--- src/rtl/ifu_pkg.sv ---
// Shared types and default parameters for the instruction fetch unit.
package ifu_pkg;

    localparam int ADDR_W_DEF   = 8;
    localparam int INSTR_W_DEF  = 16;
    localparam int DEPTH_DEF    = 2;
    localparam int RESET_PC_DEF = 0;

    typedef enum logic {
        ST_IDLE = 1'b0,
        ST_REQ  = 1'b1
    } ifu_state_e;

endpackage

--- src/rtl/ifu_fetch_buf.sv ---
// DEPTH-entry synchronous FIFO holding {instr, pc}; flush empties it in one cycle.
module ifu_fetch_buf #(
    parameter int DEPTH  = 2,
    parameter int DATA_W = 24,
    parameter int CNT_W  = $clog2(DEPTH + 1)
) (
    input  logic              clk,
    input  logic              rst_n,
    input  logic              push,
    input  logic [DATA_W-1:0] push_data,
    input  logic              pop,
    input  logic              flush,
    output logic [DATA_W-1:0] head_data,
    output logic [CNT_W-1:0]  count
);

    localparam int PTR_W = (DEPTH > 1) ? $clog2(DEPTH) : 1;
    localparam logic [PTR_W-1:0] LAST_PTR = PTR_W'(DEPTH - 1);

    logic [DATA_W-1:0] mem_q [DEPTH];
    logic [DATA_W-1:0] mem_d [DEPTH];
    logic [PTR_W-1:0]  wr_ptr_q, wr_ptr_d;
    logic [PTR_W-1:0]  rd_ptr_q, rd_ptr_d;
    logic [CNT_W-1:0]  count_q, count_d;

    function automatic logic [PTR_W-1:0] ptr_inc(input logic [PTR_W-1:0] p);
        return (p == LAST_PTR) ? '0 : p + 1'b1;
    endfunction

    always_comb begin
        mem_d    = mem_q;
        wr_ptr_d = wr_ptr_q;
        rd_ptr_d = rd_ptr_q;
        count_d  = count_q;
        if (flush) begin
            wr_ptr_d = '0;
            rd_ptr_d = '0;
            count_d  = '0;
        end else begin
            if (push) begin
                mem_d[wr_ptr_q] = push_data;
                wr_ptr_d        = ptr_inc(wr_ptr_q);
            end
            if (pop) begin
                rd_ptr_d = ptr_inc(rd_ptr_q);
            end
            count_d = count_q + CNT_W'(push) - CNT_W'(pop);
        end
    end

    always_ff @(posedge clk or negedge rst_n) begin
        if (!rst_n) begin
            for (int i = 0; i < DEPTH; i++) begin
                mem_q[i] <= '0;
            end
            wr_ptr_q <= '0;
            rd_ptr_q <= '0;
            count_q  <= '0;
        end else begin
            mem_q    <= mem_d;
            wr_ptr_q <= wr_ptr_d;
            rd_ptr_q <= rd_ptr_d;
            count_q  <= count_d;
        end
    end

    // Head comes straight from storage: no response-to-output bypass.
    assign head_data = mem_q[rd_ptr_q];
    assign count     = count_q;

endmodule

--- src/rtl/ifu.sv ---
// Instruction fetch unit: PC, request/grant/response fetch engine with credit
// limiting, redirect flush and a small buffer feeding decode.
module ifu
    import ifu_pkg::*;
#(
    parameter int ADDR_W   = ADDR_W_DEF,
    parameter int INSTR_W  = INSTR_W_DEF,
    parameter int DEPTH    = DEPTH_DEF,
    parameter int RESET_PC = RESET_PC_DEF
) (
    input  logic               clock,
    input  logic               reset_n,
    input  logic               en_i,
    input  logic               redirect_i,
    input  logic [ADDR_W-1:0]  redirect_addr_i,
    output logic               imem_req_o,
    output logic [ADDR_W-1:0]  imem_addr_o,
    input  logic               imem_gnt_i,
    input  logic               imem_rvalid_i,
    input  logic [INSTR_W-1:0] imem_rdata_i,
    output logic [INSTR_W-1:0] instr_o,
    output logic [ADDR_W-1:0]  instr_pc_o,
    output logic               instr_vld_o,
    input  logic               id_rdy_i,
    output ifu_state_e         dbg_state_o
);

    localparam int CNT_W = $clog2(DEPTH + 1);
    localparam int SUM_W = CNT_W + 2;
    localparam int BUF_W = INSTR_W + ADDR_W;
    localparam logic [ADDR_W-1:0] RESET_PC_L = ADDR_W'(RESET_PC);

    ifu_state_e        state_q, state_d;
    logic [ADDR_W-1:0] pc_q, pc_d;
    logic [ADDR_W-1:0] resp_pc_q, resp_pc_d;
    logic [CNT_W-1:0]  out_q, out_d;
    logic [CNT_W-1:0]  disc_q, disc_d;

    logic              rsp_from_disc, rsp_from_out;
    logic              gnt_fire, buf_push, buf_pop;
    logic [CNT_W-1:0]  out_after, disc_after, count_nxt, buf_count;
    logic [SUM_W-1:0]  credit_sum;
    logic              credit_ok;
    logic [BUF_W-1:0]  head_data;

    always_comb begin
        rsp_from_disc = imem_rvalid_i && (disc_q != '0);
        // A response with nothing pending is a protocol error and is ignored.
        rsp_from_out  = imem_rvalid_i && (disc_q == '0) && (out_q != '0);
        gnt_fire      = (state_q == ST_REQ) && !redirect_i && imem_gnt_i;
        buf_push      = rsp_from_out && !redirect_i;
        instr_vld_o   = (buf_count != '0) && !redirect_i;
        buf_pop       = instr_vld_o && id_rdy_i;

        out_after  = out_q + CNT_W'(gnt_fire) - CNT_W'(rsp_from_out);
        disc_after = disc_q - CNT_W'(rsp_from_disc);

        if (redirect_i) begin
            // Everything still in flight becomes a response to throw away.
            out_d     = '0;
            disc_d    = disc_after + out_after;
            count_nxt = '0;
            pc_d      = redirect_addr_i;
            resp_pc_d = redirect_addr_i;
        end else begin
            out_d     = out_after;
            disc_d    = disc_after;
            count_nxt = buf_count + CNT_W'(buf_push) - CNT_W'(buf_pop);
            pc_d      = pc_q + ADDR_W'(gnt_fire);
            resp_pc_d = resp_pc_q + ADDR_W'(buf_push);
        end

        credit_sum = SUM_W'(out_d) + SUM_W'(disc_d) + SUM_W'(count_nxt);
        credit_ok  = credit_sum < SUM_W'(DEPTH);
    end

    always_comb begin
        state_d     = state_q;
        imem_req_o  = 1'b0;
        imem_addr_o = pc_q;
        case (state_q)
            ST_IDLE: begin
                if (en_i && credit_ok && !redirect_i) begin
                    state_d = ST_REQ;
                end
            end
            ST_REQ: begin
                // Once raised, the request is held until granted even if en_i drops.
                imem_req_o = !redirect_i;
                if (redirect_i) begin
                    state_d = ST_IDLE;
                end else if (imem_gnt_i) begin
                    state_d = (en_i && credit_ok) ? ST_REQ : ST_IDLE;
                end
            end
            default: state_d = ST_IDLE;
        endcase
    end

    always_ff @(posedge clock or negedge reset_n) begin
        if (!reset_n) begin
            state_q   <= ST_IDLE;
            pc_q      <= RESET_PC_L;
            resp_pc_q <= RESET_PC_L;
            out_q     <= '0;
            disc_q    <= '0;
        end else begin
            state_q   <= state_d;
            pc_q      <= pc_d;
            resp_pc_q <= resp_pc_d;
            out_q     <= out_d;
            disc_q    <= disc_d;
        end
    end

    ifu_fetch_buf #(
        .DEPTH (DEPTH),
        .DATA_W(BUF_W),
        .CNT_W (CNT_W)
    ) u_fetch_buf (
        .clk      (clock),
        .rst_n    (reset_n),
        .push     (buf_push),
        .push_data({imem_rdata_i, resp_pc_q}),
        .pop      (buf_pop),
        .flush    (redirect_i),
        .head_data(head_data),
        .count    (buf_count)
    );

    assign instr_o     = head_data[BUF_W-1:ADDR_W];
    assign instr_pc_o  = head_data[ADDR_W-1:0];
    assign dbg_state_o = state_q;

endmodule
--- config.mk ---
export PLATFORM = sky130hd
export DESIGN_NAME = ifu
export DESIGN_NICKNAME = d
export VERILOG_FILES = /design/src/rtl/ifu_pkg.sv /design/src/rtl/ifu_fetch_buf.sv /design/src/rtl/ifu.sv
export SDC_FILE = /design/constraint.sdc
export NUM_CORES = 1
export LEC_CHECK = 0
export CAP_MARGIN = 0
export CORE_MARGIN = 2
export CORE_UTILIZATION = 40
export CTS_CLUSTER_DIAMETER = 60
export DETAILED_ROUTE_END_ITERATION = 10
export GPL_ROUTABILITY_DRIVEN = 0
export GPL_TIMING_DRIVEN = 0
export SLEW_MARGIN = 0
export SYNTH_ARGS = -nofsm -noshare
export SYNTH_HDL_FRONTEND = slang
export SYNTH_SLANG_ARGS = --single-unit
--- constraint.sdc ---
create_clock -name clock -period 9.4 [get_ports clock]
set_clock_uncertainty 0.15 [all_clocks]
set_input_delay 1.88 -clock clock [delete_from_list [all_inputs] [get_ports clock]]
set_output_delay 1.88 -clock clock [all_outputs]
set_load 0.005 [all_outputs]
==> results.json <==
{
  "yosys_warnings": 0,
  "avgSynthCellArea_sq_um": 14.0,
  "rsz0062_at_grt": "no",
  "fin_crit_sh_pct": 54.0,
  "wl_per_cell_um": 14.9,
  "clkPwrFrac_pct": 27.3,
  "netlist_area_sq_um": 3590,
  "fin_crit_ns": 5.08,
  "htree_levels": 3,
  "io_pins": 66,
  "crit_arrival_ns": 5.21,
  "syn_nets": 301,
  "critPathRequiredTime_ns": 9.53,
  "hold_buffers": 0,
  "path_buf_inv": 2,
  "ir_worst_vdd_mv": 0.0840,
  "synth_seq_cells": 73,
  "detail-route-antenna-nets": 0,
  "ff2ff_path_depth": 14,
  "end_kind": "register",
  "dp_cells": 430,
  "io_buffers": 64,
  "clockRootBuffer": "clkbuf_8",
  "vias_per_cell": 4.83,
  "netlist.area_leader.share_pct": 50.9,
  "crit_top_cell": "ha_1",
  "die_y_um": 98.7,
  "drt_pre_antenna_iters": 4,
  "final_cell_mix": "73 x dfrtp_1, 63 x clkdlybuf4s50_1, 60 x mux2_2, 20 x mux2_4, 13 x xnor2_1",
  "clkLatencyLatePin_ns": 0.34,
  "criticalPathCategory": "primary input to register",
  "dieArea_sq_um": 9740,
  "slowest_delay_ns": 0.49,
  "clk_pin_slew_worst_paths_ns": 0.08,
  "yosysTopAreaCell": "dfrtp_1",
  "p_sw_share_pct": 25.1,
  "synthDistinctLibCells": 35,
  "detailed_place_hpwl_mm": 4.68,
  "place_area_sq_um": 4390,
  "start_util_pct": 41.1,
  "dr_total_vias": 2156,
  "whs_endpoint": "u_fetch_buf.mem_q[17]$_DFFE_PN0P_",
  "critPathLaunchType": "primary input",
  "numCtsBuffers": 9,
  "hold_path_class": "register to register",
  "synth_area_leaders": "dfrtp_1 51%, mux2_2 19%, mux2_4 8.4%",
  "synthCells": 257,
  "first_iter_violations": 37,
  "rows": 34,
  "cts_resized": 0,
  "outcome": "finished clean",
  "nNetsFinal": 377,
  "combinationalPowerShare_pct": 30.9,
  "min_from": "u_fetch_buf.mem_q[17]$_DFFE_PN0P_",
  "seqPwrFrac_pct": 41.7,
  "whs_path_depth": 1,
  "clkSinkCount": 73,
  "path_cells": "clkdlybuf4s50_1, o21ai_1, nor3_1, ha_1, inv_1, ha_1, ha_1, xnor2_1, nand2_1, xnor2_1, fa_1, ha_1, nor4b_1, a21oi_1, nor2_1",
  "clockBufferDepth": 2,
  "regToRegStartpoint": "out_q[0]$_DFF_PN0_",
  "yosysSeqAreaShare_pct": 50.9,
  "relSlewSlack_pct": 54.7,
  "postLayoutCellArea_sq_um": 4610,
  "leakage_uw": 0.00226,
  "grt_first_pass_wirelength_mm": 11.1,
  "crit_path_max_fanout": 2,
  "worst_slew_pin_slew_ns": 0.680,
  "fmax_mhz": 197,
  "p_sw_uw": 250,
  "antenna_found_initial": 0,
  "grt_usage_pct": 14.6,
  "internal-power_uw": 745,
  "postCtsSetupBuffers": 0,
  "grt_overflow": 0,
  "finalSetupViolCount": 0,
  "cpLargestDelayFamily": "adder cells",
  "core_sq_um": 8720,
  "cts_tree": "yes",
  "die-width_um": 98.7,
  "syn_to_final_growth_pct": 28.5,
  "num_antenna_cells": 0,
  "wl_mm": 6.64,
  "fin_cells": 446,
  "rrSetupSlack_ns": 5.94,
  "slew_viol_final": 0,
  "crit_slowest_cell": "clkdlybuf4s50_1",
  "grt_max_degree": 62,
  "drive_gt1_share_pct": 32.0,
  "max_cap_viol_count": 0,
  "layout_commonest_cell": "dfrtp_1",
  "drc": 0,
  "powerDensity_nw_per_um2": 216,
  "grt_pass1_vias": 2235,
  "setup_tns_ns": 0,
  "hold_viol": 0,
  "reg2reg_to": "dbg_state_o$_DFF_PN0_"
}
[cell usage after synthesis, drive strengths merged]
cell,n
mux2,80
dfrtp,73
xnor2,13
ha,12
inv,12
buf,10
nand2,9
nor2,8
o21ai,6
xor2,4
a21oi,3
mux2i,3
nand3,3
nor2b,3
and3,2
nor3,2
o21a,2
a21o,1
a31oi,1
and2,1
and4,1
clkbuf,1
clkinv,1
fa,1
nand2b,1
nand4,1
nor4,1
nor4b,1
xnor3,1
[cells by family after synthesis]
kind of cell	Yosys count	share of synthesized area [%]
buffers and inverters	24	4.33
muxes	83	28.1
xor gates and xnor gates	18	4.78
adders and majority gates	13	4.75
DFF	73	50.9
AOI/OAI and AO/OA	13	2.06
and+or+nand+nor	33	5.09
[layout make-up]
type                    count  area [sq um]
plain buffers              11           106
clock buffers              11           141
clock inverters             5          78.8
fillers                   751          4110
inverters                  13          48.8
multi-input cells         160          1600
flip-flops and latches     73          1830
well taps                 108           135
repair buffers             65           666
[worst reg2reg max path, delay by kind of cell (launching register included)]
family / cells / cell delay (ns)
adders and majority gates: 5 / 1.52
and+or+nand+nor: 4 / 0.61
DFF: 1 / 0.39
xor gates and xnor gates: 2 / 0.36
AOI/OAI and AO/OA: 2 / 0.32
buffers and inverters: 1 / 0.04
[registers in the layout, summed over array words and instances (netlist names), 2 cells and up]
name and cells:
out_q 2, disc_q 2, u_fetch_buf.mem_q 48, imem_addr_o 8, resp_pc_q 8, u_fetch_buf.count 2
[how the worst max path moves through the flow]
stage,start,end,slack [ns],depth (start not counted)
after floorplan,redirect_i,dbg_state_o$_DFF_PN0_,4.63,15
after global placement,reset_n,u_fetch_buf.mem_q[46]$_DFFE_PN0P_,3.62,1
after detailed placement,imem_rvalid_i,dbg_state_o$_DFF_PN0_,3.89,15
after CTS,imem_rvalid_i,dbg_state_o$_DFF_PN0_,4.25,15
after global routing,imem_rvalid_i,dbg_state_o$_DFF_PN0_,3.98,15
final,imem_rvalid_i,dbg_state_o$_DFF_PN0_,4.32,15
[metal layers]
| metal | GRT usage, % | share of wire, % |
|---|---|---|
| met5 | 0 | 0 |
| met4 | 5.06 | 1.2 |
| met3 | 3.69 | 3.8 |
| met2 | 23.3 | 48 |
| met1 | 19.3 | 47 |
[stage by stage]
stage | worst slack, ns | utilization (%) | hold WS [ns] | total power (uW)
global placement | 3.62 | 50.0 | 0.331 | 726
detailed placement | 3.89 | 50.3 | 0.339 | 732
global route | 3.98 | 52.8 | 0.365 | 1050
floorplan | 4.63 | - | 0.324 | 579
CTS | 4.25 | 52.8 | 0.357 | 1010
finish | 4.32 | 52.8 | 0.353 | 995
[power by group through the flow]
stage	Combinational [uW]	Sequential, uW	Clock, uW
after floorplan	169	410	0
after global placement	308	418	0
after detailed placement	313	420	0
after CTS	315	416	281
after global routing	336	422	293
final	308	415	272
Power figures use the tool's default switching activity.
